[src/rtl/load_store_unit_if.sv]
// Bundles the request, response and DataMem signals of the load/store unit.
// The unit itself connects through the slave modport; the requester-side
// environment (execute stage, DataMem model) uses the master modport.
interface load_store_unit_if #(
    parameter int N = 32
);
    // Request channel
    logic         req_valid;
    logic         req_ready;
    logic         req_we;
    logic [1:0]   req_size;
    logic         req_unsigned;
    logic [N-1:0] req_addr;
    logic [N-1:0] req_wdata;

    // Response channel
    logic         rsp_valid;
    logic         rsp_ready;
    logic [N-1:0] rsp_rdata;
    logic         rsp_err;

    // DataMem port (word-only, big-endian)
    logic         mem_readEn;
    logic         mem_writeEn;
    logic [N-1:0] mem_address;
    logic [N-1:0] mem_datain;
    logic [N-1:0] mem_dataout;

    modport slave (
        input  req_valid, req_we, req_size, req_unsigned, req_addr, req_wdata,
        input  rsp_ready,
        input  mem_dataout,
        output req_ready,
        output rsp_valid, rsp_rdata, rsp_err,
        output mem_readEn, mem_writeEn, mem_address, mem_datain
    );

    modport master (
        output req_valid, req_we, req_size, req_unsigned, req_addr, req_wdata,
        output rsp_ready,
        output mem_dataout,
        input  req_ready,
        input  rsp_valid, rsp_rdata, rsp_err,
        input  mem_readEn, mem_writeEn, mem_address, mem_datain
    );
endinterface

[src/rtl/load_store_unit.sv]
// Load/store unit: sole master of the word-only, big-endian DataMem port.
// Converts byte/half/word loads and stores into word accesses, extends load
// data, performs read-modify-write for sub-word stores and rejects
// misaligned or illegal requests without touching memory.
// Only N == 32 is supported; lane positions below assume a 32-bit word.
module load_store_unit #(
    parameter int N = 32
) (
    input  logic              clk,
    input  logic              rstn,
    load_store_unit_if.slave  bus
);

    localparam logic [1:0] SIZE_BYTE = 2'b00;
    localparam logic [1:0] SIZE_HALF = 2'b01;
    localparam logic [1:0] SIZE_WORD = 2'b10;

    typedef enum logic [2:0] {
        IDLE,
        RD,
        WR,
        ERR,
        RESP
    } state_t;

    state_t      state;

    // Request fields captured at the accept edge
    logic        we_q;
    logic [1:0]  size_q;
    logic        uns_q;
    logic [1:0]  lane_q;
    logic [15:0] wdata_q;   // only the low half is ever merged into memory

    logic        misaligned;
    logic [7:0]  sel_byte;
    logic [15:0] sel_half;
    logic [N-1:0] load_ext;
    logic [N-1:0] store_merged;

    // Classify the incoming request as misaligned/illegal.
    always_comb begin
        // NOTE: every always_comb output gets a default first, so no path can leave it unassigned and infer a latch.
        misaligned = 1'b0;
        case (bus.req_size)
            SIZE_BYTE: misaligned = 1'b0;
            SIZE_HALF: misaligned = bus.req_addr[0];
            SIZE_WORD: misaligned = |bus.req_addr[1:0];
            default:   misaligned = 1'b1;
        endcase
    end

    // Pick the addressed big-endian lanes out of the word being read.
    always_comb begin
        sel_byte = bus.mem_dataout[31:24];
        case (lane_q)
            2'd0:    sel_byte = bus.mem_dataout[31:24];
            2'd1:    sel_byte = bus.mem_dataout[23:16];
            2'd2:    sel_byte = bus.mem_dataout[15:8];
            default: sel_byte = bus.mem_dataout[7:0];
        endcase
        sel_half = lane_q[1] ? bus.mem_dataout[15:0] : bus.mem_dataout[31:16];
    end

    // Sign- or zero-extend the selected lane; word loads pass straight through.
    always_comb begin
        load_ext = bus.mem_dataout;
        case (size_q)
            SIZE_BYTE: load_ext = uns_q ? {24'h0, sel_byte}
                                        : {{24{sel_byte[7]}}, sel_byte};
            SIZE_HALF: load_ext = uns_q ? {16'h0, sel_half}
                                        : {{16{sel_half[15]}}, sel_half};
            default:   load_ext = bus.mem_dataout;
        endcase
    end

    // Replace only the addressed lane(s) of the read word with store data.
    always_comb begin
        store_merged = bus.mem_dataout;
        case (size_q)
            SIZE_BYTE: begin
                case (lane_q)
                    2'd0:    store_merged[31:24] = wdata_q[7:0];
                    2'd1:    store_merged[23:16] = wdata_q[7:0];
                    2'd2:    store_merged[15:8]  = wdata_q[7:0];
                    default: store_merged[7:0]   = wdata_q[7:0];
                endcase
            end
            SIZE_HALF: begin
                if (lane_q[1]) store_merged[15:0]  = wdata_q;
                else           store_merged[31:16] = wdata_q;
            end
            default: store_merged = bus.mem_dataout;
        endcase
    end

    // Control FSM with registered handshake and DataMem outputs.
    always_ff @(posedge clk or negedge rstn) begin
        // NOTE: sequential state uses non-blocking assignments so every register samples pre-edge values.
        if (!rstn) begin
            state           <= IDLE;
            we_q            <= 1'b0;
            size_q          <= SIZE_BYTE;
            uns_q           <= 1'b0;
            lane_q          <= 2'd0;
            wdata_q         <= 16'h0;
            bus.req_ready   <= 1'b1;
            bus.rsp_valid   <= 1'b0;
            bus.rsp_err     <= 1'b0;
            bus.rsp_rdata   <= '0;
            bus.mem_readEn  <= 1'b0;
            bus.mem_writeEn <= 1'b0;
            bus.mem_address <= '0;
            bus.mem_datain  <= '0;
        end else begin
            case (state)
                IDLE: begin
                    if (bus.req_valid && bus.req_ready) begin
                        we_q          <= bus.req_we;
                        size_q        <= bus.req_size;
                        uns_q         <= bus.req_unsigned;
                        lane_q        <= bus.req_addr[1:0];
                        wdata_q       <= bus.req_wdata[15:0];
                        bus.req_ready <= 1'b0;
                        if (misaligned) begin
                            state <= ERR;
                        end else if (bus.req_we && (bus.req_size == SIZE_WORD)) begin
                            // Full-word store needs no read; write directly.
                            state           <= WR;
                            bus.mem_writeEn <= 1'b1;
                            bus.mem_address <= {bus.req_addr[N-1:2], 2'b00};
                            bus.mem_datain  <= bus.req_wdata;
                        end else begin
                            state           <= RD;
                            bus.mem_readEn  <= 1'b1;
                            bus.mem_address <= {bus.req_addr[N-1:2], 2'b00};
                        end
                    end
                end

                RD: begin
                    bus.mem_readEn <= 1'b0;
                    if (we_q) begin
                        // Sub-word store: write back the merged word, same address.
                        state           <= WR;
                        bus.mem_writeEn <= 1'b1;
                        bus.mem_datain  <= store_merged;
                    end else begin
                        state           <= RESP;
                        bus.mem_address <= '0;
                        bus.rsp_valid   <= 1'b1;
                        bus.rsp_rdata   <= load_ext;
                    end
                end

                WR: begin
                    state           <= RESP;
                    bus.mem_writeEn <= 1'b0;
                    bus.mem_address <= '0;
                    bus.mem_datain  <= '0;
                    bus.rsp_valid   <= 1'b1;
                    bus.rsp_rdata   <= '0;
                end

                ERR: begin
                    state         <= RESP;
                    bus.rsp_valid <= 1'b1;
                    bus.rsp_err   <= 1'b1;
                    bus.rsp_rdata <= '0;
                end

                RESP: begin
                    if (bus.rsp_ready) begin
                        state         <= IDLE;
                        bus.rsp_valid <= 1'b0;
                        bus.rsp_err   <= 1'b0;
                        bus.rsp_rdata <= '0;
                        bus.req_ready <= 1'b1;
                    end
                end

                default: begin
                    state           <= IDLE;
                    bus.req_ready   <= 1'b1;
                    bus.rsp_valid   <= 1'b0;
                    bus.rsp_err     <= 1'b0;
                    bus.rsp_rdata   <= '0;
                    bus.mem_readEn  <= 1'b0;
                    bus.mem_writeEn <= 1'b0;
                    bus.mem_address <= '0;
                    bus.mem_datain  <= '0;
                end
            endcase
        end
    end

endmodule

[src/flat_wrapper.sv]
// flat-port wrapper written by rule: the top's interface ports become plain ports
module load_store_unit_flat 
#(
    parameter int N = 32
)
  (clk, rstn, bus_req_valid, bus_req_we, bus_req_size, bus_req_unsigned, bus_req_addr, bus_req_wdata, bus_rsp_ready, bus_mem_dataout, bus_req_ready, bus_rsp_valid, bus_rsp_rdata, bus_rsp_err, bus_mem_readEn, bus_mem_writeEn, bus_mem_address, bus_mem_datain);
  load_store_unit_if #(.N(N)) bus_i ();
  input  logic clk;
  input  logic rstn;
  input wire logic [$bits(bus_i.req_valid)-1:0] bus_req_valid;
  input wire logic [$bits(bus_i.req_we)-1:0] bus_req_we;
  input wire logic [$bits(bus_i.req_size)-1:0] bus_req_size;
  input wire logic [$bits(bus_i.req_unsigned)-1:0] bus_req_unsigned;
  input wire logic [$bits(bus_i.req_addr)-1:0] bus_req_addr;
  input wire logic [$bits(bus_i.req_wdata)-1:0] bus_req_wdata;
  input wire logic [$bits(bus_i.rsp_ready)-1:0] bus_rsp_ready;
  input wire logic [$bits(bus_i.mem_dataout)-1:0] bus_mem_dataout;
  output wire logic [$bits(bus_i.req_ready)-1:0] bus_req_ready;
  output wire logic [$bits(bus_i.rsp_valid)-1:0] bus_rsp_valid;
  output wire logic [$bits(bus_i.rsp_rdata)-1:0] bus_rsp_rdata;
  output wire logic [$bits(bus_i.rsp_err)-1:0] bus_rsp_err;
  output wire logic [$bits(bus_i.mem_readEn)-1:0] bus_mem_readEn;
  output wire logic [$bits(bus_i.mem_writeEn)-1:0] bus_mem_writeEn;
  output wire logic [$bits(bus_i.mem_address)-1:0] bus_mem_address;
  output wire logic [$bits(bus_i.mem_datain)-1:0] bus_mem_datain;
  assign bus_i.req_valid = bus_req_valid;
  assign bus_i.req_we = bus_req_we;
  assign bus_i.req_size = bus_req_size;
  assign bus_i.req_unsigned = bus_req_unsigned;
  assign bus_i.req_addr = bus_req_addr;
  assign bus_i.req_wdata = bus_req_wdata;
  assign bus_i.rsp_ready = bus_rsp_ready;
  assign bus_i.mem_dataout = bus_mem_dataout;
  assign bus_req_ready = bus_i.req_ready;
  assign bus_rsp_valid = bus_i.rsp_valid;
  assign bus_rsp_rdata = bus_i.rsp_rdata;
  assign bus_rsp_err = bus_i.rsp_err;
  assign bus_mem_readEn = bus_i.mem_readEn;
  assign bus_mem_writeEn = bus_i.mem_writeEn;
  assign bus_mem_address = bus_i.mem_address;
  assign bus_mem_datain = bus_i.mem_datain;
  load_store_unit #(.N(N)) u_core (.clk(clk), .rstn(rstn), .bus(bus_i));
endmodule
[config.mk]
export PLATFORM = sky130hd
export DESIGN_NAME = load_store_unit_flat
export DESIGN_NICKNAME = d
export VERILOG_FILES = /design/src/rtl/load_store_unit_if.sv /design/src/rtl/load_store_unit.sv /design/src/flat_wrapper.sv
export SDC_FILE = /design/constraint.sdc
export NUM_CORES = 1
export LEC_CHECK = 0
export CORE_MARGIN = 2
export CORE_UTILIZATION = 43
export DETAILED_ROUTE_END_ITERATION = 16
export GPL_TIMING_DRIVEN = 0
export PLACE_DENSITY = 0.81
export SLEW_MARGIN = 25
export SYNTH_ARGS = -nofsm -noshare
export SYNTH_HDL_FRONTEND = slang
export SYNTH_SLANG_ARGS = --single-unit
[constraint.sdc]
create_clock -name clk -period 1.93 [get_ports clk]
set_clock_uncertainty 0.1 [all_clocks]
set_input_delay 0.579 -clock clk [delete_from_list [all_inputs] [get_ports clk]]
set_output_delay 0.579 -clock clk [all_outputs]
set_load 0.05 [all_outputs]
### Word level (Yosys, flattened, before mapping)

Cells that the tools add are included.

* reductions and logical operators: 21
* equality and inequality tests: 16
* bitwise gates (word level): 5
* muxes and demuxes: 47

Operator list (number)
* $mux 32: 11
* $pmux 32 s3: 3
* $pmux 32 s2: 2
* $mux 16: 3
* $mux 8: 4
* $pmux 8 s3: 1
* $mux 3: 4
* $pmux 1 s3: 4
* $pmux 3 s4: 1
* $reduce_or 3->1: 4
* $mux 1: 11
* $ne 2x2->1 const B: 4
* $reduce_and 4->1: 2
* $eq 2x1->1 const B: 3
* $eq 3x2->1 const B: 2
* $logic_not 2->1: 3
* $ne 2x1->1 const B: 3
* $reduce_and 2->1: 3
* $reduce_and 3->1: 2
* $reduce_or 2->1: 3
* $not 1->1: 5
* $reduce_and 5->1: 1
* $eq 2x2->1 const B: 2
* $pmux 1 s4: 1
* 6 further kinds: 7

* output and inout port bits: 101
* input port bits: 104
* flip-flop bits (word level): 126
* word-level logic and storage cells: 103

### Longest topological paths before layout

Gate-level depths: netlist of run 1.

* depth in word-level cells: 6
* mapped depth: 8
* depth with buffers taken out: 4

### Worst setup path before layout of run 1

No wires, ideal clock.

* path kind: reg-to-reg
* start point: register u_core.bus.req_ready
* end point: register u_core.bus.mem_datain[0]
* stages on the path, launching flop included: 6
* clock period less this slack: 2.070 ns
* path buffers: 1
* path slack: -0.140 ns
* data required time: 1.705 ns
* data arrival time: 1.845 ns
* library setup time: 0.125 ns
* path through: dfstp_2 and3b_1 a41o_1 and2_1 buf_2 mux2_2

* longest elaborated chain between the ends: 3

RTL lines
* from (decl): line load_store_unit_if.sv:33 `output req_ready,`
* from (signal assigned): line load_store_unit.sv:107 `bus.req_ready <= 1'b1;`
* from (signal assigned): line load_store_unit.sv:124 `bus.req_ready <= 1'b0;`
* from (signal assigned): line load_store_unit.sv:178 `bus.req_ready <= 1'b1;`
* $logic_and 1x1->1: line load_store_unit.sv:118 `if (bus.req_valid && bus.req_ready) begin`
* $ne 2x1->1 (no line)
* $reduce_and 5->1 (no line)
* to (signal assigned): line load_store_unit.sv:132 `bus.mem_datain <= bus.req_wdata;`
* to (signal assigned): line load_store_unit.sv:147 `bus.mem_datain <= store_merged;`
* to (decl): line load_store_unit_if.sv:35 `output mem_readEn, mem_writeEn, mem_address, mem_datain`

No other way between the ends.
A chain may end at the register's enable or synchronous reset.

### Final worst setup path of run 1

* start point: register u_core.bus.req_ready
* end point: register u_core.bus.mem_datain[3]

The elaborated chain is that of the path after synthesis.

==> out/qor.yml, run 1 <==
status: "complete, but fails checks"
failed_checks: "negative setup slack"
clk_pin_slew_ps: 60
synth_edf_count: 0
drt-pass1-iter-count: 5
crit_buf_inv: 1
grt_pass1_vias: 6767
yosys_warnings: 0
synth_ff_type: "dfrtp_1"
critPathLaunchType: "flip-flop"
p_int_w: 0.00892
cts_root_buf: "clkbuf_16"
grt_overflow: 0
setup_viol: 34
cts_tree: "yes"
avgViaCountPerCell: 5.72
holdPathEnd: "u_core.wdata_q[11]"
crit_required_ps: 2130
hp-start: "u_core.wdata_q[11]"
period_share_pct: 103
syn_inst: 719
worstPathArrival_ps: 2190
critPathMaxFanout: 5
end_kind: "flip-flop"
max_stage_delay_ps: 550
die_h_um: 128
grt_usage_pct: 28.6
rows: 45
r2r_start: "u_core.bus.req_ready"
ff2ff_setup_slack_ps: -50
p_total_w: 0.0170
crit_start: "u_core.bus.req_ready"
clock.fmax_mhz: 505
clock-sinks: 124
cts_made_buffers: 17
fin_area_mm2: 0.0102
r2r_cells: 5
comb_power_share_pct: 53.9
synth_cell_type_count: 53
cp_slowest_cell: "dfstp_2"
power.ir.vdd_worst_uv: 1150
hold_class: "flip-flop to flip-flop"
worst_pin_slew_ps: 488
p_per_area_mw_per_mm2: 1660
p_sw_w: 0.00807
drc_errors: 0
cts.path.max_buffers: 2
nets: 1062
fp.dieW_um: 128
ys_seq_elements: 124
fillers: 1177
leakage_nw: 4.77
period_minus_slack_ps: 1980
pin_count: 205
grt_max_degree: 70
crit_family: "flip-flops"
rsz0062_at_grt: "yes"
avgSynthCellArea_um2: 9.25
placed_area_mm2: 0.00896
synth.cell_area_mm2: 0.00665
timing.final.ws_setup_ps: -52.1
num_vias: 6630
routed_wl_um: 23500
io_buffers: 202
seq_area_frac_synth_pct: 46.7
syn2layout_area_growth_pct: 53.6
grt_antenna_before_repair: 0
p_seq_share_pct: 27.1
r2r_end: "u_core.bus.mem_datain[3]"
p_clk_share_pct: 19.0
antenna_cells: 0
hpwl_um: 16800
dieArea_mm2: 0.0165
hold_depth: 2
core-area_mm2: 0.0151
slew_headroom_pct: 67.2
wl_per_cell_um: 20.3
drt_iter0_drc: 557
drive_above_1_share_pct: 28.9
initial_core_util_pct: 43.9
htreeDepth: 4
switching_share_pct: 47.5
grt_pass1_wl_um: 36100
crit_path_cell_trace: "and3b_2 > a41o_4 > and2_4 > clkbuf_16 > mux2_2"
async_reset_ff_share_pct: 100
path_class: "flip-flop to flip-flop"
hold_viol: 0
gp_congestion: 0.985
final_antenna_net_count: 0
clk_latency_ps: 420
drv_slew: 0
cap_violations: 0
## layout make-up
class                           count  area (um2)  share of cell area, %
Tap cell                          188         235                   2.30
Clock inverter                     10         114                   1.12
Timing Repair Buffer              226        2430                   23.8
Clock buffer                       22         484                   4.74
Sequential cell                   124        3110                   30.4
Inverter                           36         136                   1.34
Multi-Input combinational cell    503        3350                   32.8
Buffer                             50         353                   3.46
## Yosys cell counts (2+ instances only)
master     number  share of area (%)
o21ai_0        41                3.1
and2_1          8               0.75
a21o_1          7               0.79
a221o_1        19                2.9
o31ai_1        17                1.9
nand2_2         2               0.19
a31oi_1         5               0.47
a211oi_1       10                1.1
nor4b_1         4               0.53
buf_2          11               0.83
nand2b_1       14                1.3
or2_2          11                1.0
or3b_2          2               0.26
a21boi_0        7               0.79
o22ai_1         2               0.19
mux2_2         27                4.6
nor2b_1        11                1.0
buf_4           6               0.68
clkbuf_1       35                2.0
nor3_1         15                1.1
nor4bb_1        3               0.45
nor2_1         20                1.1
or3_1           5               0.47
and3_1          3               0.28
buf_1           3               0.17
o2111ai_1       6               0.79
a21oi_1        35                2.6
mux2i_1        39                5.9
o311a_1         3               0.45
inv_1          35                2.0
o22a_1          7               0.92
dfrtp_1       123                 46
nand2_1       139                7.8
a2111oi_0       2               0.26
nand3_1        24                1.8
## stage by stage
stage               setup TNS (ps)  utilization (%)  hold WS [ps]  setup WS, ps  cells
floorplan                     -632                -           183         -34.0    720
global placement           -660740             58.9           352         -4740   1110
detailed placement          -77860             59.1           362          -913   1111
CTS                          -54.4             65.8           376         -38.8   1150
global route                 -3690             67.4           396          -112   1159
finish                        -659             67.4           378         -52.1   1159
## registers in the layout, indices dropped and copies added, names as in the netlist, 2 cells and up
register / flops
u_core.state: 3
u_core.lane_q: 2
u_core.bus.mem_address: 30
u_core.bus.rsp_rdata: 32
u_core.size_q: 2
u_core.bus.mem_datain: 32
u_core.wdata_q: 16
## metal layers
metal / track usage [%] / wire length [um] / vias to the layer above
met4: 11.8 / 912 / 0
li1: - / - / 2996
met2: 46.4 / 11000 / 379
met5: 0 / 0 / -
met1: 35.3 / 9130 / 3181
met3: 9.40 / 2450 / 74
## power groups by stage
stage	combinational [W]	clock [W]	sequential [W]
floorplan	0.00255	0	0.00784
global placement	0.00889	0	0.00455
detailed placement	0.00901	0	0.00458
CTS	0.00895	0.00325	0.00457
global route	0.00965	0.00339	0.00476
finish	0.00916	0.00323	0.00460
## logic make-up after synthesis
| group | count (synthesis) | synth area share (%) |
|---|---|---|
| AND/OR/NAND/NOR | 264 | 18.8 |
| flip-flops | 124 | 46.7 |
| AO/OA/AOI/OAI | 170 | 17.8 |
| buffers and inverters | 93 | 5.93 |
| other | 1 | 0.0564 |
| multiplexers | 67 | 10.8 |
## what timing repair did
item,CTS,global route
hold endpoints to repair,55,0
setup buffers,11,7
endpoints found under the setup margin,215,85
cloned,1,3
resized for setup,390,43
hold buffers,1,0
pin swaps,9,3
## worst max path at each step
stage | slack (ps) | depth (start not counted) | to
after CTS | -40 | 6 | u_core.bus.mem_datain[3]
after detailed placement | -910 | 5 | u_core.bus.rsp_rdata[8]
after global routing | -110 | 6 | u_core.bus.mem_datain[3]
after floorplan | -30 | 5 | u_core.bus.mem_datain[0]
after global placement | -4740 | 1 | u_core.bus.mem_address[10]
final | -50 | 5 | u_core.bus.mem_datain[3]
## layout by cell type (no fill, tap or decap), drive strengths merged, types with 11 or more instances in the layout
| cell type | Yosys | final |
|---|---|---|
| dfrtp | 123 | 123 |
| nor3 | 15 | 15 |
| inv | 35 | 35 |
| nand2b | 14 | 14 |
| clkdlybuf4s50 | 0 | 93 |
| clkbuf | 36 | 54 |
| mux2i | 39 | 39 |
| a221o | 19 | 19 |
| o21ai | 41 | 41 |
| nand3 | 24 | 24 |
| a21oi | 35 | 35 |
| mux2 | 27 | 27 |
| clkdlybuf4s15 | 0 | 102 |
| nand2 | 141 | 141 |
| or2 | 11 | 11 |
| o31ai | 17 | 17 |
| nor2b | 11 | 11 |
| nor2 | 20 | 20 |
| buf | 21 | 43 |
## tightest hold or removal path: cells and delay by family (launching register included)
family | cells | cell delay, ps
and+or+nand+nor | 2 | 110
DFF | 1 | 340
(Power assumes the default switching activity.)
==> run 2: changes to the inputs <==
--- a/config.mk
+++ b/config.mk
@@ -5,12 +5,12 @@
 export SDC_FILE = /design/constraint.sdc
 export NUM_CORES = 1
 export LEC_CHECK = 0
+export CAP_MARGIN = 40
 export CORE_MARGIN = 2
 export CORE_UTILIZATION = 43
 export DETAILED_ROUTE_END_ITERATION = 16
 export GPL_TIMING_DRIVEN = 0
 export PLACE_DENSITY = 0.81
-export SLEW_MARGIN = 25
 export SYNTH_ARGS = -nofsm -noshare
 export SYNTH_HDL_FRONTEND = slang
 export SYNTH_SLANG_ARGS = --single-unit
==> out/qor.yml, run 2 (same netlist as run 1, synthesis figures left out) <==
drt_iter0_drc: 481
status: "complete, but fails checks"
switching_share_pct: 47.1
layout_commonest_cell: "nand2_1"
power.ir.vdd_worst_uv: 1160
path_class: "flip-flop to flip-flop"
p_sw_w: 0.00805
grt_antenna_before_repair: 0
clock.fmax_mhz: 508
clk_latency_ps: 420
syn2layout_area_growth_pct: 52.7
reg_top3: "u_core.bus.mem_datain x32, u_core.bus.rsp_rdata x32, u_core.bus.mem_address x30"
p_per_area_mw_per_mm2: 1680
rows: 45
core-area_mm2: 0.0151
dp.cells: 1111
worstPathArrival_ps: 2170
clk_pin_slew_ps: 60
leakage_nw: 4.72
p_total_w: 0.0171
grt_pass1_vias: 6664
num_vias: 6584
drt-pass1-iter-count: 5
p_seq_share_pct: 27.0
cts_made_buffers: 17
dieArea_mm2: 0.0165
hold_class: "input port to async pin"
timing.final.ws_setup_ps: -36.9
io_buffers: 202
final_antenna_net_count: 0
die_h_um: 128
ff2ff_setup_slack_ps: -40
worst_pin_slew_ps: 646
setup_viol: 14
hold_slack_ps: 9.68
r2r_cells: 5
final_cell_mix: "139 x nand2_1, 118 x dfrtp_1, 100 x clkdlybuf4s15_2, 92 x clkdlybuf4s50_1, 40 x o21ai_0"
r2r_start: "u_core.bus.req_ready"
hold_viol: 0
routed_wl_um: 23000
critPathMaxFanout: 5
hpwl_um: 16800
crit_required_ps: 2130
slew_headroom_pct: 56.9
drc_errors: 0
p_int_w: 0.00905
layout.cells.non_filler: 1149
hold_buffers: 0
period_minus_slack_ps: 1970
drv_slew: 0
cts_tree: "yes"
htreeDepth: 4
cts.path.max_buffers: 2
avgViaCountPerCell: 5.73
clock-sinks: 124
grt_usage_pct: 28.2
r2r_end: "u_core.bus.mem_datain[11]"
wl_per_cell_um: 20.0
initial_core_util_pct: 43.9
grt_pass1_wl_um: 35800
p_clk_share_pct: 19.3
nets: 1053
fp.dieW_um: 128
grt_overflow: 0
pin_count: 205
grt_max_degree: 70
antenna_cells: 0
cap_violations: 0
gp_congestion: 0.985
comb_power_share_pct: 53.8
cts_root_buf: "clkbuf_16"
rsz0062_at_grt: "yes"
critPathLaunchType: "flip-flop"
failed_checks: "negative setup slack"
drive_above_1_share_pct: 28.7
end_kind: "flip-flop"
period_share_pct: 102
## run 2: cell types whose count changed in the layout (fill, tap and decap cells not counted), moves of 3 or more
cell / previous run / this run
mux2_2: 11 / 8
clkinvlp_4: 4 / 7
a21boi_0: 4 / 0
clkbuf_2: 19 / 15
buf_4: 24 / 18
mux2_4: 16 / 19
## run 2: routing by layer
metal	vias to the layer above	share of wire, %	GRT usage, %
met5	-	0	0
met4	0	4.1	12.5
met3	67	9.8	8.32
met2	377	46	45.4
met1	3145	40	35.3
li1	2995	-	-
## run 2: worst max path at each step
stage | slack [ps] | start | end
finish | -40 | u_core.bus.req_ready | u_core.bus.mem_datain[11]
global route | -70 | u_core.bus.req_ready | u_core.bus.mem_address[31]
CTS | -20 | u_core.lane_q[1] | u_core.bus.rsp_rdata[20]
detailed placement | -920 | bus_mem_dataout[31] | u_core.bus.rsp_rdata[8]
global placement | -4740 | rstn | u_core.bus.mem_address[10]
floorplan | -30 | u_core.bus.req_ready | u_core.bus.mem_datain[0]
## run 2: area by class of cell
type	instances	area (um2)
Clock buffer	21	470
Multi-Input combinational cell	503	3380
Timing Repair Buffer	218	2330
Sequential cell	124	3110
Buffer	49	347
Clock inverter	10	140
Tap cell	188	235
Fill cell	1157	4990
Inverter	36	140
## run 2: what timing repair did
item | 4_1_cts | 5_1_grt
pin swaps | 9 | 6
resized for setup | 385 | 64
setup buffers | 11 | 3
setup endpoints to repair | 216 | 109
gates cloned | 1 | 2
## run 2: power groups by stage
stage	Clock (W)	Sequential (W)	Combinational, W
6_report	0.00330	0.00461	0.00919
5_1_grt	0.00346	0.00476	0.00967
4_1_cts	0.00333	0.00457	0.00892
3_5_place_dp	0	0.00458	0.00900
3_3_place_gp	0	0.00455	0.00889
2_1_floorplan	0	0.00784	0.00255
## run 2: worst max-delay path: stages, from the launching register on
cell and delay [ps]:
dfstp_2 540, and3b_2 250, a41o_4 260, and2_4 230
clkbuf_16 180, mux2_4 300
## run 2: per-stage QoR
| stage | setup TNS [ps] | cell area (um2) | setup WS (ps) | utilization [%] |
|---|---|---|---|---|
| CTS | -80.7 | 9950 | -16.8 | 65.7 |
| detailed placement | -78800 | 8950 | -920 | 59.1 |
| floorplan | -632 | 6670 | -34.0 | - |
| global placement | -660740 | 8930 | -4740 | 58.9 |
| finish | -281 | 10200 | -36.9 | 67.0 |
| global route | -2280 | 10200 | -71.7 | 67.0 |
